$ cat src/rtl/router_pkg.sv
// Shared defaults and helpers for the parametrised router synchroniser.
package router_pkg;

    localparam int unsigned NUM_PORTS_DEF = 3;
    localparam int unsigned ADDR_W_DEF    = 2;
    localparam int unsigned TMR_W_DEF     = 5;

    // Widest port count supported; the decode helper works at this width.
    localparam int unsigned MAX_PORTS = 8;

    // One-hot decode of addr; all-zero when addr falls outside 0..n-1.
    function automatic logic [MAX_PORTS-1:0] onehot(input int unsigned addr,
                                                    input int unsigned n);
        logic [MAX_PORTS-1:0] res;
        res = '0;
        if (addr < n && addr < MAX_PORTS) begin
            res = MAX_PORTS'(1) << addr;
        end
        return res;
    endfunction

endpackage

$ cat src/rtl/router_sync_n_if.sv
// Handshake/bus bundle between router FSM, output FIFOs and router_sync_n.
interface router_sync_n_if #(
    parameter int unsigned NUM_PORTS = 3,
    parameter int unsigned ADDR_W    = 2,
    parameter int unsigned TMR_W     = 5
) ();

    logic                 detect_addr;
    logic [ADDR_W-1:0]    din;
    logic                 write_enb_reg;
    logic [TMR_W-1:0]     cfg_timeout;
    logic [NUM_PORTS-1:0] re;
    logic [NUM_PORTS-1:0] empty;
    logic [NUM_PORTS-1:0] full;

    logic [NUM_PORTS-1:0] we;
    logic                 fifo_full;
    logic [NUM_PORTS-1:0] valid_out;
    logic [NUM_PORTS-1:0] soft_rst;
    logic                 addr_err;

    // Driver side: router FSM, FIFOs and configuration.
    modport master (
        output detect_addr, din, write_enb_reg, cfg_timeout, re, empty, full,
        input  we, fifo_full, valid_out, soft_rst, addr_err
    );

    // Synchroniser side.
    modport slave (
        input  detect_addr, din, write_enb_reg, cfg_timeout, re, empty, full,
        output we, fifo_full, valid_out, soft_rst, addr_err
    );

endinterface

$ cat src/rtl/router_port_timer.sv
// Per-port read-stall timer: pulses soft_rst for one cycle after cfg_timeout
// consecutive cycles in which the FIFO holds data but nobody reads it.
module router_port_timer #(
    parameter int unsigned TMR_W = 5
) (
    input  logic             clk,
    input  logic             rstn,
    input  logic             valid,
    input  logic             re,
    input  logic [TMR_W-1:0] cfg_timeout,
    output logic             soft_rst
);

    logic [TMR_W-1:0] cnt_q, cnt_d;
    logic             soft_rst_q, soft_rst_d;

    // Next-state: priority chain of restart, disable, expiry and count.
    always_comb begin
        cnt_d      = cnt_q;
        soft_rst_d = 1'b0;
        if (!valid || re) begin
            cnt_d = '0;
        end else if (cfg_timeout == '0) begin
            cnt_d = '0;
        end else if (soft_rst_q) begin
            // Cycle after a pulse is spent at zero, so repeats are cfg+1 apart.
            cnt_d = '0;
        end else if (cnt_q >= cfg_timeout - TMR_W'(1)) begin
            // >= rather than == so a lowered cfg_timeout fires at once.
            soft_rst_d = 1'b1;
            cnt_d      = '0;
        end else begin
            cnt_d = cnt_q + TMR_W'(1);
        end
    end

    // State register.
    always_ff @(posedge clk or negedge rstn) begin
        if (!rstn) begin
            cnt_q      <= '0;
            soft_rst_q <= 1'b0;
        end else begin
            cnt_q      <= cnt_d;
            soft_rst_q <= soft_rst_d;
        end
    end

    assign soft_rst = soft_rst_q;

endmodule

$ cat src/rtl/router_sync_n.sv
// N-port router synchroniser: latches the destination address, decodes FIFO
// write enables, muxes back the addressed full flag and runs per-port
// read-stall timers.
module router_sync_n
    import router_pkg::*;
#(
    parameter int unsigned NUM_PORTS = NUM_PORTS_DEF,
    parameter int unsigned ADDR_W    = ADDR_W_DEF,
    parameter int unsigned TMR_W     = TMR_W_DEF
) (
    input logic            clk,
    input logic            rstn,
    router_sync_n_if.slave bus
);

    logic [ADDR_W-1:0]    int_addr_q, int_addr_d;
    logic                 addr_err_q, addr_err_d;
    logic [MAX_PORTS-1:0] addr_dec;
    logic [NUM_PORTS-1:0] port_sel;
    logic [NUM_PORTS-1:0] soft_rst;

    // Address latch next-state: capture din and its range check on detect.
    always_comb begin
        int_addr_d = int_addr_q;
        addr_err_d = addr_err_q;
        if (bus.detect_addr) begin
            int_addr_d = bus.din;
            addr_err_d = (32'(bus.din) >= NUM_PORTS);
        end
    end

    // Address latch state.
    always_ff @(posedge clk or negedge rstn) begin
        if (!rstn) begin
            int_addr_q <= '0;
            addr_err_q <= 1'b0;
        end else begin
            int_addr_q <= int_addr_d;
            addr_err_q <= addr_err_d;
        end
    end

    // Decode from the registered address; a bad address selects no port.
    always_comb begin
        addr_dec = onehot(32'(int_addr_q), NUM_PORTS);
        port_sel = addr_err_q ? '0 : addr_dec[NUM_PORTS-1:0];
    end

    // Combinational outputs toward the FIFOs and the FSM.
    always_comb begin
        bus.we        = bus.write_enb_reg ? port_sel : '0;
        bus.fifo_full = |(bus.full & port_sel);
        bus.valid_out = ~bus.empty;
        bus.soft_rst  = soft_rst;
        bus.addr_err  = addr_err_q;
    end

    for (genvar g = 0; g < NUM_PORTS; g++) begin : g_timer
        router_port_timer #(
            .TMR_W (TMR_W)
        ) u_timer (
            .clk         (clk),
            .rstn        (rstn),
            .valid       (bus.valid_out[g]),
            .re          (bus.re[g]),
            .cfg_timeout (bus.cfg_timeout),
            .soft_rst    (soft_rst[g])
        );
    end

endmodule

$ cat src/flat_wrapper.sv
// flat-port wrapper written by rule: the top's interface ports become plain ports
module router_sync_n_flat import router_pkg::*;
#(
    parameter int unsigned NUM_PORTS = NUM_PORTS_DEF,
    parameter int unsigned ADDR_W    = ADDR_W_DEF,
    parameter int unsigned TMR_W     = TMR_W_DEF
)
  (clk, rstn, bus_detect_addr, bus_din, bus_write_enb_reg, bus_cfg_timeout, bus_re, bus_empty, bus_full, bus_we, bus_fifo_full, bus_valid_out, bus_soft_rst, bus_addr_err);
  router_sync_n_if #(.NUM_PORTS(NUM_PORTS), .ADDR_W(ADDR_W), .TMR_W(TMR_W)) bus_i ();
  input logic clk;
  input logic rstn;
  input wire logic [$bits(bus_i.detect_addr)-1:0] bus_detect_addr;
  input wire logic [$bits(bus_i.din)-1:0] bus_din;
  input wire logic [$bits(bus_i.write_enb_reg)-1:0] bus_write_enb_reg;
  input wire logic [$bits(bus_i.cfg_timeout)-1:0] bus_cfg_timeout;
  input wire logic [$bits(bus_i.re)-1:0] bus_re;
  input wire logic [$bits(bus_i.empty)-1:0] bus_empty;
  input wire logic [$bits(bus_i.full)-1:0] bus_full;
  output wire logic [$bits(bus_i.we)-1:0] bus_we;
  output wire logic [$bits(bus_i.fifo_full)-1:0] bus_fifo_full;
  output wire logic [$bits(bus_i.valid_out)-1:0] bus_valid_out;
  output wire logic [$bits(bus_i.soft_rst)-1:0] bus_soft_rst;
  output wire logic [$bits(bus_i.addr_err)-1:0] bus_addr_err;
  assign bus_i.detect_addr = bus_detect_addr;
  assign bus_i.din = bus_din;
  assign bus_i.write_enb_reg = bus_write_enb_reg;
  assign bus_i.cfg_timeout = bus_cfg_timeout;
  assign bus_i.re = bus_re;
  assign bus_i.empty = bus_empty;
  assign bus_i.full = bus_full;
  assign bus_we = bus_i.we;
  assign bus_fifo_full = bus_i.fifo_full;
  assign bus_valid_out = bus_i.valid_out;
  assign bus_soft_rst = bus_i.soft_rst;
  assign bus_addr_err = bus_i.addr_err;
  router_sync_n #(.NUM_PORTS(NUM_PORTS), .ADDR_W(ADDR_W), .TMR_W(TMR_W)) u_core (.clk(clk), .rstn(rstn), .bus(bus_i));
endmodule
$ cat config.mk
export PLATFORM = sky130hd
export DESIGN_NAME = router_sync_n_flat
export DESIGN_NICKNAME = d
export VERILOG_FILES = /design/src/rtl/router_pkg.sv /design/src/rtl/router_sync_n_if.sv /design/src/rtl/router_port_timer.sv /design/src/rtl/router_sync_n.sv /design/src/flat_wrapper.sv
export SDC_FILE = /design/constraint.sdc
export NUM_CORES = 1
export LEC_CHECK = 0
export CELL_PAD_IN_SITES_DETAIL_PLACEMENT = 2
export CELL_PAD_IN_SITES_GLOBAL_PLACEMENT = 2
export CORE_MARGIN = 2
export CORE_UTILIZATION = 31
export DETAILED_ROUTE_END_ITERATION = 12
export HOLD_SLACK_MARGIN = 0.05
export MAX_ROUTING_LAYER = met4
export PLACE_DENSITY = 0.83
export SLEW_MARGIN = 25
export SYNTH_ARGS = -nofsm -noshare
export SYNTH_HDL_FRONTEND = slang
export SYNTH_HIERARCHICAL = 1
export SYNTH_SLANG_ARGS = --single-unit
$ cat constraint.sdc
create_clock -name clk -period 1.6 [get_ports clk]
set_clock_uncertainty 0.05 [all_clocks]
set_input_delay 0.16 -clock clk [delete_from_list [all_inputs] [get_ports clk]]
set_output_delay 0.16 -clock clk [all_outputs]
set_load 0.01 [all_outputs]
==> results of run 1 <==
==> state kept, by name (all words and copies together) (netlist names) <==
name,cells
u_core/int_addr_q,2
u_core/g_timer.u_timer/soft_rst,3
u_core/g_timer.u_timer/cnt_q,15
u_core/bus.addr_err,1
==> cell usage in the layout, fill, tap and decap left out, types with 4 or more instances in the layout <==
cell / n
buf_6: 5
xor2_1: 6
nor3_4: 4
nand2b_1: 4
nand3_1: 10
xnor2_1: 9
ha_1: 15
inv_1: 7
dfrtp_1: 20
nor3_2: 8
ha_4: 6
buf_4: 31
clkdlybuf4s50_1: 21
==> layout make-up <==
class / count / area [µm²]
clock buffer: 3 / 41.3
clock inverter: 1 / 5.00
fill: 432 / 1900
inverter: 13 / 114
multi-input combinational: 113 / 1210
sequential: 21 / 527
tap: 52 / 65.1
timing repair buffer: 66 / 582
==> cells by family (layout without fill, tap and decap cells) <==
family	after synthesis	in the layout	share of synthesized area (%)
xor gates and xnor gates	15	15	9.06
AOI/OAI and AO/OA	18	18	8.11
muxes	2	2	1.55
and+or+nand+nor	57	57	23.6
buffers and inverters	13	83	3.37
DFF	21	21	36.2
adders and majority gates	21	21	18.1
==> worst min path at each step <==
| stage | start | to | slack (ps) | cells past startpoint |
|---|---|---|---|---|
| 2_1_floorplan | rstn | u_core/bus.addr_err | -190 | 0 |
| 3_3_place_gp | rstn | u_core/g_timer[1].u_timer/cnt_q[1] | 480 | 2 |
| 3_5_place_dp | rstn | u_core/g_timer[0].u_timer/cnt_q[1] | 490 | 2 |
| 4_1_cts | rstn | u_core/g_timer[0].u_timer/cnt_q[1] | 200 | 2 |
| 5_1_grt | rstn | u_core/g_timer[1].u_timer/cnt_q[1] | 220 | 2 |
| 6_report | rstn | u_core/g_timer[1].u_timer/cnt_q[1] | 190 | 2 |
==> timing repair <==
item                       in CTS  in global routing
hold endpoints to repair        0                  0
setup endpoints to repair      22                 21
buffers inserted                9                  6
pin swaps                      19                  7
resized for setup              55                 16
==> per-layer routing <==
layer  wire length, µm  global-route usage (%)  part of all wire (%)  up-vias
met5                 0                       -                     0        -
met4               129                    5.76                   2.1        0
met3               148                    2.36                   2.4       11
met2              3360                    42.0                    54       32
met1              2590                    26.8                    42      719
li1                  -                       -                     -      659
==> report_power, final <==
group          switching [W]  internal (W)
sequential         0.0000194      0.000548
combinational       0.000240      0.000243
clock               0.000197      0.000175
==> worst reg2reg max path: stages, from the launching register on <==
cell	delay, ps
dfrtp_1	410
ha_1	360
a21o_1	220
a31oi_4	210
o21ai_4	110
buf_6	140
nor3_4	140
==> stage by stage <==
step | hold slack, ps | cell area [µm²] | setup WS (ps)
3_3_place_gp | 477 | 2210 | -792
4_1_cts | 196 | 2460 | -148
3_5_place_dp | 493 | 2210 | -912
2_1_floorplan | -186 | 1670 | -51.5
6_report | 191 | 2540 | -185
5_1_grt | 219 | 2540 | -251
==> run_results.csv, run 1 <==
group,metric,value,unit
setup_path,r2r_slack,-120,ps
final_layout,fin_util,57.2,%
setup_path,slowest_delay,330,ps
setup_path,critPathSlowestCell,"or3_4",
floorplanning,die_area,0.00524,mm²
placement,dp.cells,251,
sta,fin_ws,-185,ps
pwr,power,0.00142,W
setup_path,r2r_end,"u_core/g_timer[1].u_timer/cnt_q[4]",
setup_path,r2r_start,"u_core/g_timer[1].u_timer/cnt_q[2]",
setup_path,cp.depth,12,
drt,vias,1421,
yosys,synthTopCellsByArea,"dfrtp_1 (36%), ha_1 (18%), xnor2_1 (5.4%)",
sta,fin_crit_sh,112,%
floorplanning,die_h,72.4,µm
clocking,clk_latency,270,ps
global_route,grt_pass1_vias,1645,
floorplanning,num_rows,24,
floorplanning,die_width,72.4,µm
yosys,synth_area_per_cell,9.86,µm²
clocking,clk_path_buf_depth,2,
drt,wire_per_inst,23.1,µm
yosys,synthCells,147,
sta,setup_tns,-2490,ps
drt,via_per_inst,5.28,
setup_path,path_cells,"buf_8, buf_8, clkinv_8, ha_4, nand2b_4, or3_4, and2_4, ha_4, a21oi_4, o21ai_4, buf_6, nor3_2",
yosys,syn_area,0.00145,mm²
drt,drc_errors,0,
placement,place.gp.congestion,0.741,
setup_path,criticalPathCategory,"input pin to flip-flop",
setup_path,cp.arrival,1920,ps
yosys,synth_edf_count,0,
final_layout,areaGrowthSynthToFinish,75.3,%
drt,wl,6230,µm
yosys,ys_ff_latch,21,
pwr,peakVddDrop,0.000353,V
setup_path,critPathMaxFanout,5,
placement,dp_hpwl,3770,µm
global_route,antenna_found_initial,0,
clocking,cts_hold_buf,0,
yosys,yosys.area.top_type,"dfrtp_1",
setup_path,critPathLaunch,"bus_cfg_timeout[0]",
global_route,grt_use_total,22.9,%
placement,portBuffers,30,
clocking,cts_inserted_buffers,3,
final_layout,drive_gt1_share,47.5,%
clocking,clock_sinks,21,
global_route,grt_first_pass_wirelength,8730,µm
pwr,p_per_area,559,mW/mm²
drt,antenna_left,0,
floorplanning,core,0.00444,mm²
final_layout,nNetsFinal,259,
drt,drt_iter0_markers,27,
min_path,min_path_type,"input pin to async pin",
drt,drtPass1Iterations,3,
clocking,cts_tree,"yes",
yosys,synth-main-ff-cell,"dfrtp_1",
yosys,synthArstFlopShare,100,%
status,status,"complete, but fails checks",
setup_path,path_buf_inv,4,
clocking,clock-root-buffer,"clkbuf_8",
sta,max_freq,560,MHz
setup_path,crit_family,"simple AND/OR/NAND/NOR gates",
setup_path,cp-endpoint,"u_core/g_timer[2].u_timer/cnt_q[0]",
yosys,yosys_warnings,6,
sta,relSlewSlack,73.0,%
status,violations,"negative setup slack",
clocking,htreeDepth,1,
yosys,syn_nets,188,
final_layout,final_cells,269,
sta,setup_viol,18,
final_layout,n_antenna_cell,0,
yosys,synth_cell_types,26,
sta,worstMarginPinSlew,401,ps
pwr,leakage,1.12,nW
sta,rsz0062_at_grt,"true",
setup_path,setup.worst_path.end_class,"flip-flop",
yosys,synth_top_area_share,36.2,%
setup_path,startpoint_type,"input pin",
setup_path,crit_required,1740,ps
floorplanning,io_pins,31,
global_route,grt_start_max_net_pins,22,
setup_path,r2r.worst_path.cells,6,
clocking,path_clk_slew,80,ps
yosys,synth_common_cells,"dfrtp_1 (21), ha_1 (21), nor3_1 (15), inv_1 (13), nand3_1 (10)",
sta,hold_viol,0,
flow_run,maxCapViolCount,0,
sta,layout_min_cycle_time,1790,ps
floorplanning,initial_core_util,32.6,%
yosys,seq_area_frac_synth,36.2,%
global_route,grt-ovfl-total,0,
sta,slew_viol_final,0,
Note: power is estimated with default switching activity, not from simulation.
==> run 2, diff against run 1 <==
- CAP_MARGIN: default -> 15
- CORE_ASPECT_RATIO: default -> 0.75
==> run_results.csv, run 2 (synthesis gave the netlist of run 1 again) <==
group,metric,value,unit
status,status,"complete, but fails checks",
status,violations,"negative setup slack",
setup_path,critPathSlowestCell,"or3_4",
final_layout,drive_gt1_share,50.9,%
sta,rsz0062_at_grt,"true",
final_layout,fin_util,58.7,%
floorplanning,die_h,63.2,µm
placement,place.gp.congestion,0.719,
sta,setup_viol,18,
pwr,power,0.00148,W
sta,hold_slack,200,ps
setup_path,criticalPathCategory,"input pin to flip-flop",
min_path,min_path_type,"input pin to async pin",
clocking,cts_hold_buf,0,
sta,fin_ws,-264,ps
sta,max_freq,536,MHz
final_layout,final_cell_mix,"buf_4 (34), clkdlybuf4s50_1 (21), dfrtp_1 (19)",
drt,drtPass1Iterations,4,
sta,relSlewSlack,68.2,%
sta,slew_viol_final,0,
floorplanning,die_width,83.0,µm
setup_path,startpoint_type,"input pin",
global_route,grt-ovfl-total,0,
floorplanning,die_area,0.00525,mm²
sta,worstMarginPinSlew,476,ps
pwr,p_per_area,562,mW/mm²
clocking,path_clk_slew,100,ps
drt,via_per_inst,5.27,
final_layout,areaGrowthSynthToFinish,81.8,%
clocking,clk_latency,270,ps
floorplanning,num_rows,21,
drt,drt_iter0_markers,59,
global_route,antenna_found_initial,0,
flow_run,maxCapViolCount,0,
global_route,grt_start_max_net_pins,22,
sta,fin_crit_sh,117,%
drt,wl,7600,µm
pwr,peakVddDrop,0.000348,V
global_route,grt_pass1_vias,1653,
final_layout,layout_commonest_cell,"buf_4",
clocking,clock-root-buffer,"clkbuf_8",
setup_path,crit_family,"simple AND/OR/NAND/NOR gates",
pwr,leakage,1.16,nW
placement,dp_hpwl,3820,µm
clocking,clock_sinks,21,
final_layout,nNetsFinal,264,
setup_path,cp.arrival,1970,ps
clocking,cts_inserted_buffers,3,
final_layout,n_antenna_cell,0,
drt,antenna_left,0,
clocking,cts_tree,"yes",
final_layout,top_register,"u_core/g_timer.u_timer/cnt_q",
clocking,clk_path_buf_depth,2,
global_route,grt_first_pass_wirelength,9740,µm
sta,hold_viol,0,
global_route,grt_use_total,24.8,%
setup_path,crit_required,1700,ps
drt,wire_per_inst,27.2,µm
setup_path,setup.worst_path.end_class,"flip-flop",
floorplanning,initial_core_util,32.3,%
placement,portBuffers,30,
floorplanning,io_pins,31,
setup_path,critPathMaxFanout,4,
setup_path,path_buf_inv,4,
floorplanning,core,0.00449,mm²
final_layout,largest_register_ffs,15,
drt,drc_errors,0,
setup_path,cpMostUsedCell,"ha_4",
setup_path,slowest_delay,380,ps
drt,vias,1469,
sta,layout_min_cycle_time,1860,ps
clocking,htreeDepth,1,
setup_path,path_cells,"buf_8, buf_6, inv_8, ha_4, nand2b_4, or3_4, and2_4, ha_4, nand2_4, o21ai_4, buf_4, nor3_4",
==> run 2: path summary, 6_finish.rpt <==
check / cells past startpoint / slack, ps / start / end
setup / recovery: 12 / -260 / bus_cfg_timeout[0] / u_core/g_timer[2].u_timer/cnt_q[4]
hold / removal: 2 / 200 / rstn / u_core/g_timer[2].u_timer/soft_rst
setup reg to reg: 6 / -110 / u_core/g_timer[1].u_timer/cnt_q[2] / u_core/g_timer[1].u_timer/cnt_q[2]
hold reg to reg: 1 / 470 / u_core/g_timer[0].u_timer/cnt_q[0] / u_core/g_timer[0].u_timer/cnt_q[0]
max in group asynchronous: 2 / 1020 / rstn / u_core/int_addr_q[1]
min in group clk: 1 / 470 / u_core/g_timer[0].u_timer/cnt_q[0] / u_core/g_timer[0].u_timer/cnt_q[0]
==> run 2: area by class of cell <==
| type | instances | area (µm²) |
|---|---|---|
| clock buffers | 4 | 45.0 |
| fillers | 427 | 1860 |
| inverters | 13 | 109 |
| multi-input cells | 113 | 1250 |
| flip-flops and latches | 21 | 528 |
| well taps | 57 | 71.3 |
| repair buffers | 71 | 632 |
==> run 2: layer usage <==
layer / track usage, % / vias up / wire length (µm)
li1: - / 665 / -
met1: 27.1 / 748 / 3030
met2: 47.6 / 38 / 4160
met3: 3.93 / 18 / 229
met4: 5.74 / 0 / 191
met5: - / - / 0
==> run 2: worst reg2reg max path, delay by kind of cell, from the launching register on <==
family                   cells  cell delay [ps]
flip-flops                   1              420
AO/OA/AOI/OAI                3              540
AND/OR/NAND/NOR              1              140
adder cells (fa/ha/maj)      1              340
buffers and inverters        1              130
==> run 2: metrics by stage <==
stage / setup TNS [ps] / instances / area [µm²] / setup WS [ps]
after floorplan: -509 / 147 / 1670 / -51.5
after global placement: -13560 / 254 / 2210 / -779
after detailed placement: -15090 / 254 / 2210 / -891
after CTS: -2220 / 267 / 2400 / -180
after global routing: -4490 / 279 / 2640 / -336
final: -3590 / 279 / 2640 / -264
==> run 2: timing repair <==
| item | in CTS | in global routing |
|---|---|---|
| cloned | 0 | 0 |
| setup endpoints to repair | 22 | 21 |
| setup buffers | 9 | 13 |
| gates resized for setup | 44 | 35 |
| pin swaps | 16 | 16 |
==> run 2: where the power goes <==
group / switching [W] / internal, W / leakage (nW) / total, W
Combinational: 0.000274 / 0.000271 / 0.853 / 0.000545
Clock: 0.000192 / 0.000178 / 0.0228 / 0.000370
Sequential: 0.0000195 / 0.000548 / 0.282 / 0.000568
Total: 0.000485 / 0.000997 / 1.16 / 0.00148
==> run 3, diff against run 2 <==
- CORE_ASPECT_RATIO: 0.75 -> default
==> results of run 3 <==
The final DEF is identical to that of run 1; final timing and power are the same.
